==> config.mk <==
export PLATFORM = sky130hd
export DESIGN_NAME = execute_stage_flat
export DESIGN_NICKNAME = d
export VERILOG_FILES = /design/src/rtl/execute_if.sv /design/src/rtl/execute_stage.sv /design/src/flat_wrapper.sv
export SDC_FILE = /design/constraint.sdc
export NUM_CORES = 1
export LEC_CHECK = 0
export CAP_MARGIN = 5
export CORE_UTILIZATION = 25
export DETAILED_ROUTE_END_ITERATION = 8
export HOLD_SLACK_MARGIN = 0.15
export PLACE_DENSITY = 0.51
export SLEW_MARGIN = 20
export SYNTH_ARGS = -nofsm -noshare
export SYNTH_HDL_FRONTEND = slang
export SYNTH_SLANG_ARGS = --single-unit
==> constraint.sdc <==
create_clock -name clk -period 4.2 [get_ports clk]
set_input_delay 0.63 -clock clk [delete_from_list [all_inputs] [get_ports clk]]
set_output_delay 0.63 -clock clk [all_outputs]
set_load 0.02 [all_outputs]
==> src/rtl/execute_if.sv <==
// Handshake and data bundle between the decode side, the execute stage and Mem.
interface execute_if #(
   parameter int WIDTH = 32
);
   // Upstream operation channel
   logic             in_valid;
   logic             in_ready;
   logic [2:0]       Op;
   logic [WIDTH-1:0] SrcA;
   logic [WIDTH-1:0] SrcB;
   logic [WIDTH-1:0] WD_in;
   logic             MemWrite_in;
   logic             MemtoReg_in;
   logic             RegWrite_in;
   logic [3:0]       WA3_in;

   // Downstream result channel into Mem
   logic             out_valid;
   logic             out_ready;
   logic [WIDTH-1:0] ALUResult;
   logic [WIDTH-1:0] WD;
   logic             MemWrite;
   logic             MemtoReg;
   logic             RegWrite;
   logic [3:0]       WA3;
   logic [3:0]       Flags;
   logic             busy;

   // Environment side: issues operations and consumes results
   modport master (
      output in_valid, Op, SrcA, SrcB, WD_in, MemWrite_in, MemtoReg_in, RegWrite_in, WA3_in,
      output out_ready,
      input  in_ready, out_valid, ALUResult, WD, MemWrite, MemtoReg, RegWrite, WA3, Flags, busy
   );

   // Execute stage side
   modport slave (
      input  in_valid, Op, SrcA, SrcB, WD_in, MemWrite_in, MemtoReg_in, RegWrite_in, WA3_in,
      input  out_ready,
      output in_ready, out_valid, ALUResult, WD, MemWrite, MemtoReg, RegWrite, WA3, Flags, busy
   );
endinterface

==> src/rtl/execute_stage.sv <==
// Execute stage: single-cycle ALU ops plus iterative 32-cycle MUL / UDIV,
// results presented to Mem from a valid/ready output register.
module execute_stage #(
   parameter int WIDTH = 32
) (
   input  logic     clk,
   input  logic     rst_n,
   execute_if.slave bus
);
   localparam logic [2:0] OP_ADD  = 3'd0;
   localparam logic [2:0] OP_SUB  = 3'd1;
   localparam logic [2:0] OP_AND  = 3'd2;
   localparam logic [2:0] OP_ORR  = 3'd3;
   localparam logic [2:0] OP_EOR  = 3'd4;
   localparam logic [2:0] OP_MOV  = 3'd5;
   localparam logic [2:0] OP_MUL  = 3'd6;
   localparam logic [2:0] OP_UDIV = 3'd7;

   typedef enum logic [1:0] {IDLE, BUSY, WAIT} state_e;

   // Sequencer and iterative-unit holding registers
   state_e           state_q, state_d;
   logic [4:0]       cnt_q, cnt_d;
   logic             is_div_q, is_div_d;
   logic [WIDTH-1:0] a_q, a_d, b_q, b_d, acc_q, acc_d, rem_q, rem_d;
   logic [WIDTH-1:0] wd_h_q, wd_h_d;
   logic             mw_h_q, mw_h_d, mr_h_q, mr_h_d, rw_h_q, rw_h_d;
   logic [3:0]       wa3_h_q, wa3_h_d;

   // Output register feeding Mem
   logic             out_valid_q, out_valid_d;
   logic [WIDTH-1:0] result_q, result_d, wd_q, wd_d;
   logic             mem_write_q, mem_write_d, mem_to_reg_q, mem_to_reg_d;
   logic             reg_write_q, reg_write_d;
   logic [3:0]       wa3_q, wa3_d, flags_q, flags_d;
   logic             busy_q, busy_d;

   logic             out_free, in_ready;
   logic [WIDTH:0]   sum;
   logic [WIDTH-1:0] alu_res;
   logic             alu_c, alu_v;
   logic [WIDTH-1:0] mul_next, rem_next, quo_next, iter_res;
   logic [WIDTH:0]   rem_sh, rem_diff;
   logic             q_bit;
   logic             load, ld_c, ld_v, ld_mw, ld_mr, ld_rw;
   logic [WIDTH-1:0] ld_res, ld_wd;
   logic [3:0]       ld_wa3;

   assign out_free = !out_valid_q || bus.out_ready;
   assign in_ready = (state_q == IDLE) && out_free;

   // Single-cycle ALU on the live operands, with NZCV carry/overflow terms
   always_comb begin
      // NOTE: every combinational output gets a default first so no path leaves it unassigned (no latch).
      sum     = {1'b0, bus.SrcA} + {1'b0, bus.SrcB};
      alu_res = '0;
      alu_c   = 1'b0;
      alu_v   = 1'b0;
      case (bus.Op)
         OP_ADD: begin
            alu_res = sum[WIDTH-1:0];
            alu_c   = sum[WIDTH];
            alu_v   = (bus.SrcA[WIDTH-1] == bus.SrcB[WIDTH-1]) && (alu_res[WIDTH-1] != bus.SrcA[WIDTH-1]);
         end
         OP_SUB: begin
            alu_res = bus.SrcA - bus.SrcB;
            alu_c   = bus.SrcA >= bus.SrcB;
            alu_v   = (bus.SrcA[WIDTH-1] != bus.SrcB[WIDTH-1]) && (alu_res[WIDTH-1] != bus.SrcA[WIDTH-1]);
         end
         OP_AND:  alu_res = bus.SrcA & bus.SrcB;
         OP_ORR:  alu_res = bus.SrcA | bus.SrcB;
         OP_EOR:  alu_res = bus.SrcA ^ bus.SrcB;
         OP_MOV:  alu_res = bus.SrcB;
         default: alu_res = '0;
      endcase
   end

   // One iteration of shift-add multiply (LSB first) or restoring divide (MSB first)
   always_comb begin
      mul_next = b_q[0] ? acc_q + a_q : acc_q;
      rem_sh   = {rem_q, a_q[WIDTH-1]};
      rem_diff = rem_sh - {1'b0, b_q};
      // A zero divisor never sets a quotient bit, so the quotient comes out as 0.
      q_bit    = (b_q != '0) && !rem_diff[WIDTH];
      rem_next = q_bit ? rem_diff[WIDTH-1:0] : rem_sh[WIDTH-1:0];
      quo_next = {a_q[WIDTH-2:0], q_bit};
      iter_res = is_div_q ? quo_next : mul_next;
   end

   // Next-state: accept, iterate, complete or wait, and output register update
   always_comb begin
      state_d     = state_q;
      cnt_d       = cnt_q;
      is_div_d    = is_div_q;
      a_d         = a_q;
      b_d         = b_q;
      acc_d       = acc_q;
      rem_d       = rem_q;
      wd_h_d      = wd_h_q;
      mw_h_d      = mw_h_q;
      mr_h_d      = mr_h_q;
      rw_h_d      = rw_h_q;
      wa3_h_d     = wa3_h_q;
      load        = 1'b0;
      ld_res      = acc_q;
      ld_c        = 1'b0;
      ld_v        = 1'b0;
      ld_wd       = wd_h_q;
      ld_mw       = mw_h_q;
      ld_mr       = mr_h_q;
      ld_rw       = rw_h_q;
      ld_wa3      = wa3_h_q;

      case (state_q)
         IDLE: begin
            if (bus.in_valid && in_ready) begin
               if (bus.Op == OP_MUL || bus.Op == OP_UDIV) begin
                  is_div_d = (bus.Op == OP_UDIV);
                  a_d      = bus.SrcA;
                  b_d      = bus.SrcB;
                  acc_d    = '0;
                  rem_d    = '0;
                  cnt_d    = '0;
                  wd_h_d   = bus.WD_in;
                  mw_h_d   = bus.MemWrite_in;
                  mr_h_d   = bus.MemtoReg_in;
                  rw_h_d   = bus.RegWrite_in;
                  wa3_h_d  = bus.WA3_in;
                  state_d  = BUSY;
               end else begin
                  load   = 1'b1;
                  ld_res = alu_res;
                  ld_c   = alu_c;
                  ld_v   = alu_v;
                  ld_wd  = bus.WD_in;
                  ld_mw  = bus.MemWrite_in;
                  ld_mr  = bus.MemtoReg_in;
                  ld_rw  = bus.RegWrite_in;
                  ld_wa3 = bus.WA3_in;
               end
            end
         end
         BUSY: begin
            cnt_d = cnt_q + 5'd1;
            if (is_div_q) begin
               a_d   = quo_next;
               rem_d = rem_next;
            end else begin
               acc_d = mul_next;
               a_d   = a_q << 1;
               b_d   = b_q >> 1;
            end
            if (cnt_q == 5'd31) begin
               // Park the finished result so WAIT can present it later.
               acc_d = iter_res;
               if (out_free) begin
                  load    = 1'b1;
                  ld_res  = iter_res;
                  state_d = IDLE;
               end else begin
                  state_d = WAIT;
               end
            end
         end
         WAIT: begin
            if (bus.out_ready) begin
               load    = 1'b1;
               state_d = IDLE;
            end
         end
         default: state_d = IDLE;
      endcase

      out_valid_d  = load ? 1'b1 : (bus.out_ready ? 1'b0 : out_valid_q);
      result_d     = load ? ld_res : result_q;
      flags_d      = load ? {ld_res[WIDTH-1], ld_res == '0, ld_c, ld_v} : flags_q;
      wd_d         = load ? ld_wd : wd_q;
      mem_write_d  = load ? ld_mw : mem_write_q;
      mem_to_reg_d = load ? ld_mr : mem_to_reg_q;
      reg_write_d  = load ? ld_rw : reg_write_q;
      wa3_d        = load ? ld_wa3 : wa3_q;
      busy_d       = (state_d != IDLE);
   end

   // State, holding and output registers
   always_ff @(posedge clk or negedge rst_n) begin
      if (!rst_n) begin
         // NOTE: the holding registers are reset too; they are few, and a reset mid-operation then leaves nothing stale behind.
         state_q      <= IDLE;
         cnt_q        <= '0;
         is_div_q     <= 1'b0;
         a_q          <= '0;
         b_q          <= '0;
         acc_q        <= '0;
         rem_q        <= '0;
         wd_h_q       <= '0;
         mw_h_q       <= 1'b0;
         mr_h_q       <= 1'b0;
         rw_h_q       <= 1'b0;
         wa3_h_q      <= '0;
         out_valid_q  <= 1'b0;
         result_q     <= '0;
         wd_q         <= '0;
         mem_write_q  <= 1'b0;
         mem_to_reg_q <= 1'b0;
         reg_write_q  <= 1'b0;
         wa3_q        <= '0;
         flags_q      <= '0;
         busy_q       <= 1'b0;
      end else begin
         // NOTE: non-blocking assignments so every flop samples the pre-edge values of its peers.
         state_q      <= state_d;
         cnt_q        <= cnt_d;
         is_div_q     <= is_div_d;
         a_q          <= a_d;
         b_q          <= b_d;
         acc_q        <= acc_d;
         rem_q        <= rem_d;
         wd_h_q       <= wd_h_d;
         mw_h_q       <= mw_h_d;
         mr_h_q       <= mr_h_d;
         rw_h_q       <= rw_h_d;
         wa3_h_q      <= wa3_h_d;
         out_valid_q  <= out_valid_d;
         result_q     <= result_d;
         wd_q         <= wd_d;
         mem_write_q  <= mem_write_d;
         mem_to_reg_q <= mem_to_reg_d;
         reg_write_q  <= reg_write_d;
         wa3_q        <= wa3_d;
         flags_q      <= flags_d;
         busy_q       <= busy_d;
      end
   end

   assign bus.in_ready  = in_ready;
   assign bus.out_valid = out_valid_q;
   assign bus.ALUResult = result_q;
   assign bus.WD        = wd_q;
   // Mem must never see a write strobe from an empty or already-consumed register.
   assign bus.MemWrite  = mem_write_q & out_valid_q;
   assign bus.MemtoReg  = mem_to_reg_q;
   assign bus.RegWrite  = reg_write_q;
   assign bus.WA3       = wa3_q;
   assign bus.Flags     = flags_q;
   assign bus.busy      = busy_q;
endmodule
==> src/flat_wrapper.sv <==
// flat-port wrapper written by rule: the top's interface ports become plain ports
module execute_stage_flat 
#(
   parameter int WIDTH = 32
)
  (clk, rst_n, bus_in_valid, bus_Op, bus_SrcA, bus_SrcB, bus_WD_in, bus_MemWrite_in, bus_MemtoReg_in, bus_RegWrite_in, bus_WA3_in, bus_out_ready, bus_in_ready, bus_out_valid, bus_ALUResult, bus_WD, bus_MemWrite, bus_MemtoReg, bus_RegWrite, bus_WA3, bus_Flags, bus_busy);
  execute_if #(.WIDTH(WIDTH)) bus_i ();
  input  logic clk;
  input  logic rst_n;
  input wire logic [$bits(bus_i.in_valid)-1:0] bus_in_valid;
  input wire logic [$bits(bus_i.Op)-1:0] bus_Op;
  input wire logic [$bits(bus_i.SrcA)-1:0] bus_SrcA;
  input wire logic [$bits(bus_i.SrcB)-1:0] bus_SrcB;
  input wire logic [$bits(bus_i.WD_in)-1:0] bus_WD_in;
  input wire logic [$bits(bus_i.MemWrite_in)-1:0] bus_MemWrite_in;
  input wire logic [$bits(bus_i.MemtoReg_in)-1:0] bus_MemtoReg_in;
  input wire logic [$bits(bus_i.RegWrite_in)-1:0] bus_RegWrite_in;
  input wire logic [$bits(bus_i.WA3_in)-1:0] bus_WA3_in;
  input wire logic [$bits(bus_i.out_ready)-1:0] bus_out_ready;
  output wire logic [$bits(bus_i.in_ready)-1:0] bus_in_ready;
  output wire logic [$bits(bus_i.out_valid)-1:0] bus_out_valid;
  output wire logic [$bits(bus_i.ALUResult)-1:0] bus_ALUResult;
  output wire logic [$bits(bus_i.WD)-1:0] bus_WD;
  output wire logic [$bits(bus_i.MemWrite)-1:0] bus_MemWrite;
  output wire logic [$bits(bus_i.MemtoReg)-1:0] bus_MemtoReg;
  output wire logic [$bits(bus_i.RegWrite)-1:0] bus_RegWrite;
  output wire logic [$bits(bus_i.WA3)-1:0] bus_WA3;
  output wire logic [$bits(bus_i.Flags)-1:0] bus_Flags;
  output wire logic [$bits(bus_i.busy)-1:0] bus_busy;
  assign bus_i.in_valid = bus_in_valid;
  assign bus_i.Op = bus_Op;
  assign bus_i.SrcA = bus_SrcA;
  assign bus_i.SrcB = bus_SrcB;
  assign bus_i.WD_in = bus_WD_in;
  assign bus_i.MemWrite_in = bus_MemWrite_in;
  assign bus_i.MemtoReg_in = bus_MemtoReg_in;
  assign bus_i.RegWrite_in = bus_RegWrite_in;
  assign bus_i.WA3_in = bus_WA3_in;
  assign bus_i.out_ready = bus_out_ready;
  assign bus_in_ready = bus_i.in_ready;
  assign bus_out_valid = bus_i.out_valid;
  assign bus_ALUResult = bus_i.ALUResult;
  assign bus_WD = bus_i.WD;
  assign bus_MemWrite = bus_i.MemWrite;
  assign bus_MemtoReg = bus_i.MemtoReg;
  assign bus_RegWrite = bus_i.RegWrite;
  assign bus_WA3 = bus_i.WA3;
  assign bus_Flags = bus_i.Flags;
  assign bus_busy = bus_i.busy;
  execute_stage #(.WIDTH(WIDTH)) u_core (.clk(clk), .rst_n(rst_n), .bus(bus_i));
endmodule
==> results.md <==
- Run status: complete, no violations
- Worst Setup Start Kind: primary input
- Hold WS: 472 ps
- First-pass DRT Iterations: 6
- Final setup fails: 0
- Dpl hpwl: 76900 µm
- Post-synthesis register bit count: 251
- Cell Area, Placed: 0.0280 mm²
- P_int: 0.0108 W
- Asr flop ratio synth: 100%
- Synth cell types: 103
- PwrDens: 709 mW/mm²
- Vias in the first global route: 22761
- CTS buffer count: 30
- Worst Hold Class: flip-flop to flip-flop
- Synth Area in XOR/XNOR: 2.24%
- CTS tree: built
- Mean Syn Cell Area: 7.62 µm²
- Antenna viol nets, final: 0
- Synth Instances: 2867
- Post-route cell area: 0.0292 mm²
- R2R cell count: 14
- Antenna fix cells: 0
- RSZ-0062 raised after global routing: no
- Worst slew pin tran: 919 ps
- GRT Util Overall: 21.5%
- Vias: 23636
- Worst-Skew Late Latency: 600 ps
- GR Overflow Total: 0
- Max Cap Viol: 0
- Setup Skew: 12.7 ps
- Post-layout nets: 3645
- Drt drc: 0
- IO Pins: 188
- Die H: 298 µm
- Post-Layout Cell Count: 4540
- Switching part of the total: 47.9%
- Sequential share of power: 22.8%
- Worst-path clk slew: 70 ps
- Combinational power share: 62.5%
- Placement Rows: 108
- Post-synth top flop: dfrtp_1
- Initial Util: 25.2%
- Clock power share: 14.7%
- CP endpoint kind: flip-flop
- Slew margin rel.: 38.7%
- Cell type with the largest total area after synthesis: dfrtp_1
- Crit path kind: primary input to flip-flop
- Most frequent cell after synthesis: nand2_1
- Routed wire length: 98700 µm
- Root Driver: clkbuf_16
- Pin count of the biggest net entering global routing: 81
- Sw Pwr: 0.00991 W
- Placed Cells: 4482
- Post-synth top cells: 477 x nand2_1, 264 x nor2_1, 251 x dfrtp_1
- Fmax achieved: 0.248 GHz
- Final period util: 96.1%
- Pleak: 13.5 nW
- Pins Over Slew Limit: 0
- WHS Path Cells: 2
- VDD IR max: 0.000421 V
- Initial antenna violation count: 2
- Syn Nets: 3151
- DRT iter0 DRCs: 2303
- Sink Count: 251
- # H-tree levels: 1
- Clock Path Buffers: 3
- Die area: 0.0886 mm²
- Synth Area in Simple Gates: 21.1%
- Area of the core: 0.0866 mm²
- Yosys top cell area share: 28.7%
- Yosys warns: 0
- CP Data Required Time: 4740 ps
- IO Port Bufs: 187
- Post-Synth Adder-Cell Area: 10.1%
- Layout area overhead: 33.6%
- Share of cells above drive strength 1: 17.4%
- Top cells by area, synth: dfrtp_1 29%, ha_1 9.7%, nand2_1 8.2%
- Mapped cell area: 0.0218 mm²
- Period minus WS final: 4030 ps
- Post-synth EDFFs: 0
- Final hold violations: 0
- Sequential share of the synthesized area: 28.7%
- Routability cong.: 0.974
- Die Width: 298 µm
- Complex-gate fraction of the synthesized area: 27.9%
- Main combinational cell family by area after synthesis: compound AO/OA/AOI/OAI gates
- Vias per inst: 5.21
- Max FO, Critical Path: 4
- First-pass GRT wire length: 146000 µm
- Multiplexer share of the synthesized area: 3.67%
- Critical Path AT: 4570 ps
- Pre-CTS setup slack: -469 ps
- Routed len/inst: 21.7 µm
- Worst setup margin: 166 ps
- Total power draw: 0.0207 W
through the flow:
stage	setup TNS (ps)	utilization, %
2_1_floorplan	0	-
3_3_place_gp	-2890	32.3
3_5_place_dp	-2920	32.3
4_1_cts	0	33.6
5_1_grt	0	33.7
6_report	0	33.7
sequential cells by signal, indices dropped and copies added (netlist names), 2 cells and up:
signal	cells
u_core.cnt_q	5
u_core.bus.Flags	3
u_core.b_q	32
u_core.bus.ALUResult	32
u_core.rem_q	32
u_core.state_q	2
u_core.wa3_h_q	4
u_core.bus.WA3	4
u_core.bus.WD	32
u_core.a_q	32
u_core.wd_h_q	32
u_core.acc_q	32
what timing repair did:
action | CTS | global route
buffers inserted | 0 | 1
resized for setup | 0 | 15
endpoints found under the setup margin | 0 | 4
hold buffers | 1 | 0
endpoints found under the hold margin | 62 | 0
area by class of cell:
class / instances / area [µm²]
clock buffers: 40 / 858
clock inverters: 16 / 285
fillers: 9287 / 57400
inverters: 175 / 657
multi-input cells: 2271 / 14400
flip-flops and latches: 251 / 6280
well taps: 1155 / 1450
repair buffers: 632 / 5300
cells by family (layout without fill, tap and decap cells):
family,Yosys count,after routing
compound gates,921,921
xor+xnor,56,56
fa+ha+maj,175,175
buf+inv,345,863
flops,251,251
mux,77,77
simple gates,1042,1042
final timing paths:
| path | start | endpoint | slack (ps) |
|---|---|---|---|
| max | bus_SrcA[3] | u_core.bus.Flags[2] | 170 |
| min | u_core.wd_h_q[17] | u_core.wd_h_q[17] | 470 |
| max reg2reg | u_core.acc_q[6] | u_core.bus.ALUResult[31] | 190 |
| min reg2reg | u_core.wd_h_q[17] | u_core.wd_h_q[17] | 470 |
| max in group asynchronous | rst_n | u_core.rem_q[4] | 2680 |
| min in group asynchronous | rst_n | u_core.bus.ALUResult[10] | 600 |
per-layer routing:
metal / vias up / track usage [%] / routed length (µm)
met2: 881 / 33.4 / 43200
met4: 2 / 7.19 / 3720
met5: - / 0 / 13
li1: 11285 / - / -
met1: 11325 / 29.9 / 44500
met3: 143 / 3.83 / 7280
power groups by stage:
stage	registers (W)	clock network (W)	logic (W)
final	0.00472	0.00303	0.0129
after global routing	0.00484	0.00320	0.0141
after CTS	0.00469	0.00311	0.0128
after detailed placement	0.00471	0	0.0127
after global placement	0.00473	0	0.0127
after floorplan	0.00477	0	0.00776
critical path, cell delays in order:
cell and delay, ps:
clkdlybuf4s50_1 570, inv_1 70, ha_1 340, buf_4 160, a221oi_2 350, o21ai_0 220
and2_1 200, a221o_1 340, a222oi_1 320, buf_4 180, o221ai_1 160, a31oi_1 190
nand4_1 200, nor4_2 320, buf_4 160, nand4b_1 80, nand2_1 70
cells in the final DEF, fill, tap and decap left out, drive strengths merged, types with 17 or more instances in the layout:
cell type and count:
a21o 50, buf 446, o21a 24, a211oi 33, nor2 266, o21ai 236
a221oi 22, nand2 477, o31ai 19, nor3 64, nand4 18, dfrtp 251
inv 174, o221ai 21, clkbuf 40, xnor2 39, nor2b 23, nand3 74
nor4 24, a31oi 85, ha 170, o21bai 18, xor2 17, a21oi 214
mux2i 61, clkdlybuf4s50 185, o211ai 30
Power figures use the tool's default switching activity.
